==> src/rtl/red_bbox.sv <==
// Red-pixel bounding box accumulator: qualifies horizontal red runs of at least
// MIN_RUN pixels, tracks the box and count per frame, and publishes on the next sop.
module red_bbox #(
  parameter int MIN_RUN    = 4,
  parameter int MIN_PIXELS = 64
) (
  input  logic        clk,
  input  logic        reset_n,
  input  logic        sop,
  input  logic        in_valid,
  input  logic [10:0] x,
  input  logic [10:0] y,
  input  logic        red_sector,
  input  logic        out_ready,
  output logic        bbox_valid,
  output logic [10:0] x_min,
  output logic [10:0] x_max,
  output logic [10:0] y_min,
  output logic [10:0] y_max,
  output logic [19:0] pixel_count,
  output logic        detected,
  output logic        overrun
);

  typedef enum logic {IDLE, ACCUM} state_t;

  localparam logic [3:0]  RUN_MAX  = 4'(MIN_RUN);
  localparam logic [10:0] RUN_BACK = 11'(MIN_RUN - 1);
  localparam logic [10:0] MIN_INIT = 11'd2047;
  localparam logic [19:0] CNT_MAX  = 20'hFFFFF;

  state_t      state_q, state_d;
  logic [3:0]  run_q, run_d;
  logic [10:0] prev_y_q, prev_y_d;
  logic [10:0] acc_xmin_q, acc_xmin_d, acc_xmax_q, acc_xmax_d;
  logic [10:0] acc_ymin_q, acc_ymin_d, acc_ymax_q, acc_ymax_d;
  logic [19:0] acc_cnt_q, acc_cnt_d;
  logic        latch_q, latch_d;
  logic        bbox_valid_q, bbox_valid_d;
  logic [10:0] x_min_q, x_min_d, x_max_q, x_max_d;
  logic [10:0] y_min_q, y_min_d, y_max_q, y_max_d;
  logic [19:0] cnt_q, cnt_d;
  logic        det_q, det_d;
  logic        overrun_q, overrun_d;

  logic        pixel, first, cont, hit, empty;
  logic [3:0]  run_inc, add;
  logic [10:0] lo_x;
  logic [10:0] b_xmin, b_xmax, b_ymin, b_ymax;
  logic [19:0] b_cnt;
  logic [20:0] sum;

  always_comb begin
    pixel   = in_valid && !sop && (state_q == ACCUM);
    first   = (x == 11'd0) || (y != prev_y_q);
    run_inc = first ? 4'd1 : ((run_q >= RUN_MAX) ? RUN_MAX : run_q + 4'd1);
    cont    = !first && (run_q == RUN_MAX);
    hit     = pixel && red_sector && (cont || (run_inc == RUN_MAX));
    add     = cont ? 4'd1 : RUN_MAX;
    lo_x    = cont ? x : ((x >= RUN_BACK) ? x - RUN_BACK : 11'd0);

    // The latch edge starts the new frame, so a pixel in that cycle builds on init values
    b_xmin = latch_q ? MIN_INIT : acc_xmin_q;
    b_xmax = latch_q ? 11'd0    : acc_xmax_q;
    b_ymin = latch_q ? MIN_INIT : acc_ymin_q;
    b_ymax = latch_q ? 11'd0    : acc_ymax_q;
    b_cnt  = latch_q ? 20'd0    : acc_cnt_q;
    sum    = {1'b0, b_cnt} + {17'd0, add};

    state_d    = sop ? ACCUM : state_q;
    latch_d    = sop && (state_q == ACCUM);
    prev_y_d   = pixel ? y : prev_y_q;
    run_d      = run_q;
    if (sop)        run_d = 4'd0;
    else if (pixel) run_d = red_sector ? run_inc : 4'd0;

    acc_xmin_d = b_xmin;
    acc_xmax_d = b_xmax;
    acc_ymin_d = b_ymin;
    acc_ymax_d = b_ymax;
    acc_cnt_d  = b_cnt;
    if (hit) begin
      acc_xmin_d = (lo_x < b_xmin) ? lo_x : b_xmin;
      acc_xmax_d = (x > b_xmax) ? x : b_xmax;
      acc_ymin_d = (y < b_ymin) ? y : b_ymin;
      acc_ymax_d = (y > b_ymax) ? y : b_ymax;
      acc_cnt_d  = sum[20] ? CNT_MAX : sum[19:0];
    end

    empty        = (acc_cnt_q == 20'd0);
    bbox_valid_d = bbox_valid_q;
    x_min_d      = x_min_q;
    x_max_d      = x_max_q;
    y_min_d      = y_min_q;
    y_max_d      = y_max_q;
    cnt_d        = cnt_q;
    det_d        = det_q;
    overrun_d    = overrun_q;
    if (latch_q) begin
      bbox_valid_d = 1'b1;
      x_min_d      = empty ? 11'd0 : acc_xmin_q;
      x_max_d      = empty ? 11'd0 : acc_xmax_q;
      y_min_d      = empty ? 11'd0 : acc_ymin_q;
      y_max_d      = empty ? 11'd0 : acc_ymax_q;
      cnt_d        = acc_cnt_q;
      det_d        = {12'd0, acc_cnt_q} >= 32'(MIN_PIXELS);
      if (bbox_valid_q && !out_ready) overrun_d = 1'b1;
    end else if (bbox_valid_q && out_ready) begin
      bbox_valid_d = 1'b0;
    end
  end

  always_ff @(posedge clk or negedge reset_n) begin
    if (!reset_n) begin
      state_q      <= IDLE;
      run_q        <= 4'd0;
      prev_y_q     <= 11'd0;
      acc_xmin_q   <= MIN_INIT;
      acc_xmax_q   <= 11'd0;
      acc_ymin_q   <= MIN_INIT;
      acc_ymax_q   <= 11'd0;
      acc_cnt_q    <= 20'd0;
      latch_q      <= 1'b0;
      bbox_valid_q <= 1'b0;
      x_min_q      <= 11'd0;
      x_max_q      <= 11'd0;
      y_min_q      <= 11'd0;
      y_max_q      <= 11'd0;
      cnt_q        <= 20'd0;
      det_q        <= 1'b0;
      overrun_q    <= 1'b0;
    end else begin
      state_q      <= state_d;
      run_q        <= run_d;
      prev_y_q     <= prev_y_d;
      acc_xmin_q   <= acc_xmin_d;
      acc_xmax_q   <= acc_xmax_d;
      acc_ymin_q   <= acc_ymin_d;
      acc_ymax_q   <= acc_ymax_d;
      acc_cnt_q    <= acc_cnt_d;
      latch_q      <= latch_d;
      bbox_valid_q <= bbox_valid_d;
      x_min_q      <= x_min_d;
      x_max_q      <= x_max_d;
      y_min_q      <= y_min_d;
      y_max_q      <= y_max_d;
      cnt_q        <= cnt_d;
      det_q        <= det_d;
      overrun_q    <= overrun_d;
    end
  end

  assign bbox_valid  = bbox_valid_q;
  assign x_min       = x_min_q;
  assign x_max       = x_max_q;
  assign y_min       = y_min_q;
  assign y_max       = y_max_q;
  assign pixel_count = cnt_q;
  assign detected    = det_q;
  assign overrun     = overrun_q;

endmodule

==> config.mk <==
export PLATFORM = sky130hd
export DESIGN_NAME = red_bbox
export DESIGN_NICKNAME = d
export VERILOG_FILES = /design/src/rtl/red_bbox.sv
export SDC_FILE = /design/constraint.sdc
export NUM_CORES = 1
export LEC_CHECK = 0
export CORE_MARGIN = 2
export CORE_UTILIZATION = 45
export DETAILED_ROUTE_END_ITERATION = 12
export PLACE_DENSITY_LB_ADDON = 0.08
export RECOVER_POWER = 25
export SLEW_MARGIN = 15
export SYNTH_ARGS = -nofsm -noshare
export SYNTH_HDL_FRONTEND = slang
export SYNTH_SLANG_ARGS = --single-unit
==> constraint.sdc <==
create_clock -name clk -period 3.4 [get_ports clk]
set_input_delay 1.02 -clock clk [delete_from_list [all_inputs] [get_ports clk]]
set_output_delay 1.02 -clock clk [all_outputs]
set_load 0.05 [all_outputs]
After elaboration in Yosys (flattened, before gate mapping)
Index checks and enable logic that the tools add are counted.
{ "word_totals": {"word_cells": 77, "inputBits": 28, "output_inout_bits": 67, "register_bits": 148} }
{ "op_classes": {"n_eq_ne": 3, "n_mux": 29, "order_cmp": 7, "addsub": 3, "reduce_logical": 18} }
{ "ops": {"columns": ["op", "n"], "rows": [
  ["$mux 11", 18],
  ["$mux 20", 3],
  ["$gt 11x11->1", 2],
  ["$lt 11x11->1", 2],
  ["$add 20x3->21", 1],
  ["$ge 20x7->1 const B", 1],
  ["$logic_not 20->1", 1],
  ["$mux 4", 5],
  ["$ge 11x2->1 const B", 1],
  ["$logic_not 11->1", 1],
  ["$ne 11x11->1", 1],
  ["$sub 11x2->11 const B", 1],
  ["$eq 4x3->1 const B", 2],
  ["$logic_and 1x1->1", 8],
  ["$add 4x1->4 const B", 1],
  ["$ge 4x3->1 const B", 1],
  ["$reduce_bool 2->1", 2],
  ["$logic_not 1->1", 3],
  ["$mux 3", 1],
  ["$logic_or 1x1->1", 2],
  ["$mux 1", 2],
  ["$reduce_and 2->1", 1]
]} }

Depth between registers and ports, before layout
Gate-level depths: netlist of the first run.
{ "logic_depth": {"word_depth": 8, "mapped_depth": 16, "mapped_depth_nobuf": 15} }

Worst setup path before layout of the first run
Ideal clock, no wire load.
{ "synth_timing": {"path_kind": "input port to flip-flop", "startpoint": "in x[4]", "endpoint": "reg acc_xmin_q[2]", "arrival_time_ns": 4.356, "setup_ns": 0.082, "path_stages": 13, "setup_slack_ns": -1.038, "n_path_buf": 2, "path_cell_list": "or4_4 -> buf_6 -> or4_4 -> a211o_1 -> mux2_2 -> ha_1 -> nand4_1 -> nor3_1 -> inv_1 -> a2111o_1 -> o2111a_1 -> buf_6 -> mux2_4"} }
{ "synth_between": {"elab_chain_cells": 8, "word_cells_on_any_way": 15, "cone_classes": "add/sub (1); order compare (2); eq/ne (1); mux (5); reduce/logical (6)"} }
{ "synth_lines": {"columns": ["item", "line", "text"], "rows": [
  ["from (decl)", "11", "input logic [10:0] x,"],
  ["parallel branches: the longest is 7 deep, another holds $sub 11x2->11", null, null],
  ["$mux 11 *", "82", "if (hit) begin"],
  ["via acc_xmin_d[2]", "35", "logic [10:0] acc_xmin_q, acc_xmin_d, acc_xmax_q, acc_xmax_d;"],
  ["to (signal assigned)", "136", "acc_xmin_q <= acc_xmin_d;"],
  ["to (decl)", "35", null]
]} }
Mark *: on every way through the listed nets, which the timed path passes.
A chain may end at the register's enable or synchronous reset.

Final worst setup path of the first run
{ "layout_timing": {"startpoint": "in x[7]", "endpoint": "reg acc_xmin_q[9]"} }
Same word-level chain as after synthesis.

==> results.txt, run 1 <==
- In this run the core area contains 48 standard-cell rows.
* Wire length of the first global-routing pass: 34,300 um
- Die extent in x: 137 um
- Post-CTS Hold Buffers: 0
- Between clock sinks in the finished design, the worst skew comes to 10.6 ps.
- Crit start category: input pin
* Cell-by-cell trace of the critical path: buf_6 -> or4_4 -> or4_4 -> a211o_1 -> mux2_4 -> ha_4 -> nand4_1 -> nor3_2 -> inv_1 -> a2111o_1 -> o2111a_2 -> buf_6 -> mux2_4
- Pin placement for this block handled 95 I/O pins.
- The net count of the finished layout is 1,075.
- Commonest cells after routing, fill and taps aside: sky130_fd_sc_hd__dfrtp_1 (125), sky130_fd_sc_hd__buf_4 (99), sky130_fd_sc_hd__inv_1 (83), sky130_fd_sc_hd__nand2_1 (83), sky130_fd_sc_hd__clkdlybuf4s50_1 (70)
- The setup path with the least slack is of type input pin to flop.
- Data on the critical path arrives at its endpoint at 4540 ps.
* H-tree levels: 4
* Count of endpoints failing setup in the final report: 31
- The number of nets handed over by synthesis was 885.
- Yosys printed 0 warnings.
- Root Buffer Master: sky130_fd_sc_hd__clkbuf_16
* Initial antenna violation count: 0
- The tool flagged a number of max-cap violations equal to 1.
- The via count of the first global-routing pass is 6,838.
- CTS tree: yes
- Ant. Diodes: 0
* Overflow left after global routing: 0
- Largest stage delay on the critical path: 540 ps
* Post-Place Cells: 1,179
- Leaving out fill and tap cells, the most frequent cell in the layout is sky130_fd_sc_hd__dfrtp_1.
- In this run the power density over the cells is 374 nW/um2.
* Filler Cells Inserted: 1,408
- Min Hold Slack: 478 ps
- Clk buf depth: 2
- In this run, synthesis inferred 0 flip-flops with an integrated enable.
- Leakage component of the power: 5.16 nW
- Counting flops with an async set or reset pin after synthesis yields a share of 100%.
* Detailed-router iteration count before antenna repair: 5
- Proportion of layout cells with a drive suffix above 1: 28.9%
* Failing checks: max-capacitance violations, max-slew violations, negative setup slack
- Clock tree synthesis found a total of 148 sinks.
- After the flow finishes, the layout carries non-filler instances totaling 1,236.
* Number of distinct library cell variants in the gate-level netlist after synthesis: 59
- In this run the worst path has a maximum fanout of 5.
- The startpoint identified for the worst register-to-register timing path is prev_y_q[0].
* Required time reported for the critical path endpoint: 3750 ps
- For this run, the leading register cell type out of synthesis is sky130_fd_sc_hd__dfrtp_1.
- Starting density of the core: 46.1%
- Final Max Tran Viols: 68
* Post-route ant nets: 0
- After detailed routing, the number of remaining DRC violations is 0.
* Hold wc startpoint: overrun
- The worst pin sits at a relative slew slack of -18.6%.
- Seq/Total Area, Yosys: 46.6%
- The total area inside the core boundary comes to 17,400 um2.
- At the end of routability-driven placement, the weighted congestion stood at 0.871.
* Layout overhead on the synthesized area: 37.0%
- Setup repair after global routing could not meet its margin everywhere.
- Y dimension of the die: 137 um
- In the finished design, the share of the clock period the worst path needs comes to 123%.
- Counting every instance in the synthesized netlist gives 808.
- Overall power after layout: 4.10 mW
* Max Clk Rate: 0.239 GHz
* Result of the run: complete, but fails checks
* Number of vias per cell: 5.33
- Register bit total from synthesis: 148
* Total die area: 18,900 um2
* Post-Place Worst Slack: -1610 ps
- Number of buffers inserted by port buffering: 94
- For the pin with the worst max-slew slack, the measured transition is 1780 ps.
- Drt total wl: 20,900 um
* Crit path launch: x[7]
- Count of vias placed by the detailed router: 6,586
- Entering global routing, the biggest net connects 68 pins.
- After detailed routing, the average wire length per cell comes to 16.9 um.
- Total half-perimeter wirelength after legalization and detailed placement: 14,300 um
* Worst min path class: flop to flop
- Total standard cell area after synthesis: 8000 um2
- In this run the mean area of a mapped cell was 9.90 um2.
- Post-route worst setup slack: -789 ps
- Number of buffers created by CTS: 17
* Min cycle time layout: 4190 ps
* Clk_lat worst skew: 430 ps
* Nature of the critical path endpoint: flop
- After clock tree synthesis, the clock-pin slew on the worst setup and hold paths is 60 ps.
- Peak supply drop: 0.000372 V
- In this run, the number of DRC markers left after iteration 0 of detailed routing was 422.
- Final Util: 63.2%
- The final count of hold timing violations is 0.
* Highest-delay cell along the critical path: sky130_fd_sc_hd__or4_4
- All-Layer GR Usage: 23.5%
[synthesized netlist by cell type (all sizes together) (9+ instances only)]
cell type / number / area (um2)
or2: 9 / 56.3
inv: 84 / 315
o21ai: 69 / 345
nor2: 47 / 179
a21oi: 18 / 90.1
a21o: 9 / 67.6
xnor2: 16 / 140
nor4: 10 / 83.8
clkbuf: 24 / 90.1
mux2i: 40 / 400
ha: 49 / 613
nand4: 17 / 106
nand2b: 26 / 163
dfstp: 22 / 578
mux2: 41 / 492
nor2b: 19 / 119
nand2: 86 / 323
dfrtp: 126 / 3150
nor3: 14 / 70.1
[through the flow]
stage	TNS, ps	instance area [um2]
6_report	-13360	11000
5_1_grt	-16120	11000
4_1_cts	-11730	10800
3_5_place_dp	-51970	9820
3_3_place_gp	-48680	9820
2_1_floorplan	-14300	8070
[power by group]
part           switching (mW)  total (mW)  internal, mW
combinational           0.189       0.349         0.159
clock                   0.768        1.94          1.17
sequential             0.0255        1.81          1.78
[logic make-up after synthesis]
| group | Yosys count | share of synthesized area [%] |
|---|---|---|
| simple gates | 269 | 17.4 |
| fa+ha+maj | 49 | 7.66 |
| flops | 148 | 46.6 |
| mux | 81 | 11.1 |
| xor+xnor | 16 | 1.75 |
| compound gates | 129 | 9.65 |
| buf+inv | 116 | 5.75 |
[worst paths after layout]
path                                  to  slack (ps)  depth (start not counted)
max                        acc_xmin_q[9]        -790                         13
min                              overrun         480                          1
max reg2reg                acc_xmin_q[9]        -340                         13
min reg2reg                      overrun         480                          1
max in group asynchronous   acc_cnt_q[0]         430                          2
min in group asynchronous       x_max[4]        1040                          1
[worst max-delay path: cells and delay by family]
kind                     cells  cell delay [ps]
multiplexers                 2              640
adder cells (fa/ha/maj)      1              270
buffers and inverters        3              320
AO/OA/AOI/OAI                3              840
AND/OR/NAND/NOR              4             1440
[layout make-up]
cell class | instances | area, um2 | area share, %
clock inverter | 13 | 156 | 1.43
inverter | 84 | 318 | 2.90
sequential | 148 | 3730 | 34.1
multi-input combinational | 545 | 4270 | 38.9
tap | 225 | 282 | 2.57
clock buffer | 19 | 443 | 4.04
timing repair buffer | 202 | 1760 | 16.1
[repair_timing]
| action | CTS | global route |
|---|---|---|
| hold endpoints to repair | 0 | 0 |
| pin swaps | 42 | 33 |
| setup endpoints to repair | 37 | 32 |
| gates resized for setup | 122 | 43 |
| buffers inserted | 18 | 8 |
| cloned | 2 | 1 |
[state kept, by name, summed over array words and instances (netlist names)]
| name | count |
|---|---|
| acc_cnt_q | 20 |
| acc_xmax_q | 11 |
| acc_xmin_q | 11 |
| acc_ymax_q | 11 |
| acc_ymin_q | 11 |
| bbox_valid | 1 |
| detected | 1 |
| latch_q | 1 |
| overrun | 1 |
| pixel_count | 20 |
| prev_y_q | 11 |
| run_q | 4 |
| state_q | 1 |
| x_max | 11 |
| x_min | 11 |
| y_max | 11 |
| y_min | 11 |
[per-layer routing]
| metal | global-route usage (%) | share of wire (%) | up-vias | routed length (um) |
|---|---|---|---|---|
| met4 | 8.59 | 2.2 | 0 | 469 |
| met1 | 30.9 | 45 | 3215 | 9360 |
| met5 | 0 | 0 | - | 0 |
| met3 | 4.82 | 4.3 | 46 | 895 |
| met2 | 38.4 | 49 | 171 | 10200 |
| li1 | - | - | 3154 | - |
Power figures use the tool's default switching activity.
==> run 2, diff against run 1 <==
clock period = 4.97 ns   (was 3.4 ns; I/O delays follow)
==> run 2 against run 1 <==
First-iteration DRC count shrank 3.1%. Critical path type unchanged. Final area shrank 4.5%. Power shrank 30%. Non-clock buffer count shrank 40. Global-route usage shrank 1.2 points. Clock skew shrank 1.8 ps. Critical path depth grew 1. Register-to-register slack gained 880 ps. The flow finishes with violations (max-capacitance violations, max-slew violations). Via count shrank 2.7%. Worst hold slack lost 0.63 ps. Utilization shrank 2.8 points.
==> results.txt, run 2 (synthesis results as in run 1) <==
* Result of the run: complete, but fails checks
- The checks that failed: max-capacitance violations, max-slew violations.
- The repair_antennas step left the layout with diodes totalling 0.
* Vias in the first global route: 6,495
- Total half-perimeter wirelength after legalization and detailed placement: 13,900 um
- For the final database, setup skew stands at 8.79 ps.
* DR WL/cell: 16.8 um
- The startpoint identified for the worst register-to-register timing path is latch_q.
- After detailed placement, the total cell area comes to 9590 um2.
- The worst setup path is launched from an input pin.
- Clock transition at path regs: 60 ps
* Number of primary I/O pins: 95
- Setup violations remaining at the end of the flow were counted as 0.
- Crit path capture: acc_xmin_q[6]
- Post-CTS Hold Buffers: 0
- In this run the worst hold path is classified as flop to flop.
- The clock tree synthesis step divided the H-tree into 4 levels.
- Max Clk Rate: 0.204 GHz
* Post-Place Worst Slack: -517 ps
- After floorplanning, the core was divided into 48 placement rows.
- Number of buffers inserted by port buffering: 94
* Detailed-router iteration count before antenna repair: 5
- Total power density per cell area: 273 nW/um2
- Worst Max-Slew Pin Slew: 2730 ps
- In this run the horizontal extent of the chip is 137 um.
- Leakage component of the power: 4.87 nW
- Peak supply drop: 0.000244 V
- The worst setup path is of the input pin to flop kind.
* Post-route ant nets: 0
- The final count of hold timing violations came to 0.
- The final layout contains routed wiring with a total length of 20,100 um.
- Count of vias placed by the detailed router: 6,407
- DR iter-0 viols: 409
- The worst pin sits at a relative slew slack of -81.7%.
- Largest net degree at the start of global routing: 105
- Post-route worst setup slack: 70.7 ps
* Largest fanout on the critical path: 5
- In this run the clock root is driven by a sky130_fd_sc_hd__clkbuf_16.
- After routing the design area is 10,500 um2.
* Min cycle time layout: 4900 ps
- Across the run, the number of max-cap violations was 2.
* Clk_lat worst skew: 430 ps
- The die covers 18,900 um2.
- Overflow left after global routing: 0
- Number of buffers created by CTS: 17
- The number of antenna violations at the first check in global routing was 0.
- In the layout the commonest cells are sky130_fd_sc_hd__dfrtp_1 (126), sky130_fd_sc_hd__nand2_1 (85), sky130_fd_sc_hd__inv_1 (84), sky130_fd_sc_hd__clkdlybuf4s50_1 (84), sky130_fd_sc_hd__buf_4 (63).
- Most common cell after layout, fill and taps aside: sky130_fd_sc_hd__dfrtp_1
- Compared with the post-synthesis result, the final layout area differs by 30.8%.
- Required time reported for the critical path endpoint: 5330 ps
- Reg2Reg Capture Point: acc_cnt_q[10]
* Last weighted congestion value of the routability-driven placer: 0.871
* Final Max Tran Viols: 194
* All-Layer GR Usage: 22.3%
* Wire length of the first global-routing pass: 32,800 um
- Net count, final: 1,034
- Drt drc: 0
- The worst setup path is captured at a flop.
* Number of vias per cell: 5.36
* Data arrival time of the critical path: 5260 ps
- The initial utilization of the core area, before any placement, comes to 46.1%.
* Period utilisation layout: 98.6%
- Sinks on the clock net: 148
- The most critical setup path has its startpoint at x[4].
- TritonCTS built the clock tree.
* Placeable core region: 17,400 um2
- The die is 137 um tall.
* Worst reg2reg path depth: 9
* Proportion of layout cells with a drive suffix above 1: 20.4%
- Slack of the worst reg-to-reg path: 540 ps
* Clk buf depth: 2
run 2: cell count changes in the layout (fill, tap and decap cells not counted), sizes merged:
cell           previous run  this run
clkdlybuf4s50            70        84
inv                      86        85
buf                     120        66
dlymetal6s2s              0         8
clkinv                    6         5
dlygate4sd3               2         1
dlygate4sd2               2         0
bufinv                    3         4
nand2                    87        86
clkbuf                   25        22
clkdlybuf4s15             2         1
run 2: worst max-delay path, stage by stage:
cell and delay, ps:
sky130_fd_sc_hd__clkdlybuf4s50_1 440, sky130_fd_sc_hd__or4_4 450, sky130_fd_sc_hd__or4_4 500, sky130_fd_sc_hd__buf_4 170, sky130_fd_sc_hd__a21oi_2 140, sky130_fd_sc_hd__mux2_4 330, sky130_fd_sc_hd__ha_1 320, sky130_fd_sc_hd__nand2_1 90
sky130_fd_sc_hd__nor3_2 220, sky130_fd_sc_hd__inv_1 80, sky130_fd_sc_hd__a2111o_1 350, sky130_fd_sc_hd__o2111a_2 210, sky130_fd_sc_hd__clkbuf_16 170, sky130_fd_sc_hd__mux2_4 290
run 2: what timing repair did:
action / 4_1_cts / 5_1_grt
cloned: 0 / 2
pin swaps: 0 / 13
resized for setup: 5 / 37
buffers inserted: 0 / 2
setup endpoints to repair: 8 / 30
run 2: per-stage QoR:
step / util (%) / power, mW / hold WS [ps] / TNS, ps / std cells
floorplan: - / 1.35 / 442 / 0 / 808
global placement: 55.3 / 1.45 / 450 / -8230 / 1159
detailed placement: 55.3 / 1.46 / 470 / -10250 / 1159
CTS: 59.1 / 2.87 / 486 / 0 / 1191
global route: 60.3 / 2.96 / 512 / -52.2 / 1195
finish: 60.3 / 2.85 / 478 / 0 / 1195
run 2: power by group:
part	internal, mW	total, mW	switching [mW]	leakage (nW)
Sequential	1.22	1.24	0.0191	1.96
Clock	0.880	1.40	0.523	0.312
Combinational	0.0969	0.212	0.115	2.60
run 2: per-layer routing:
| metal | GRT usage (%) | wire (um) | vias up |
|---|---|---|---|
| met5 | 0 | 0 | - |
| met1 | 30.1 | 9200 | 3155 |
| met3 | 3.79 | 684 | 37 |
| li1 | - | - | 3068 |
| met4 | 8.53 | 418 | 0 |
| met2 | 36.0 | 9770 | 147 |
run 2: worst min-delay path by stage:
stage                   from        to  slack, ps  depth (start not counted)
2_1_floorplan  acc_xmax_q[0]  x_max[0]        440                          2
3_3_place_gp         overrun   overrun        450                          1
3_5_place_dp   acc_xmax_q[9]  x_max[9]        470                          2
4_1_cts        acc_xmax_q[9]  x_max[9]        490                          2
5_1_grt        acc_ymax_q[9]  y_max[9]        510                          2
6_report       acc_ymax_q[9]  y_max[9]        480                          2
run 2: final cells by class:
type | count | area, um2
clock buffers | 20 | 467
clock inverters | 12 | 176
fillers | 1431 | 6890
inverters | 84 | 315
multi-input cells | 544 | 3980
flip-flops and latches | 148 | 3730
well taps | 225 | 282
repair buffers | 162 | 1520
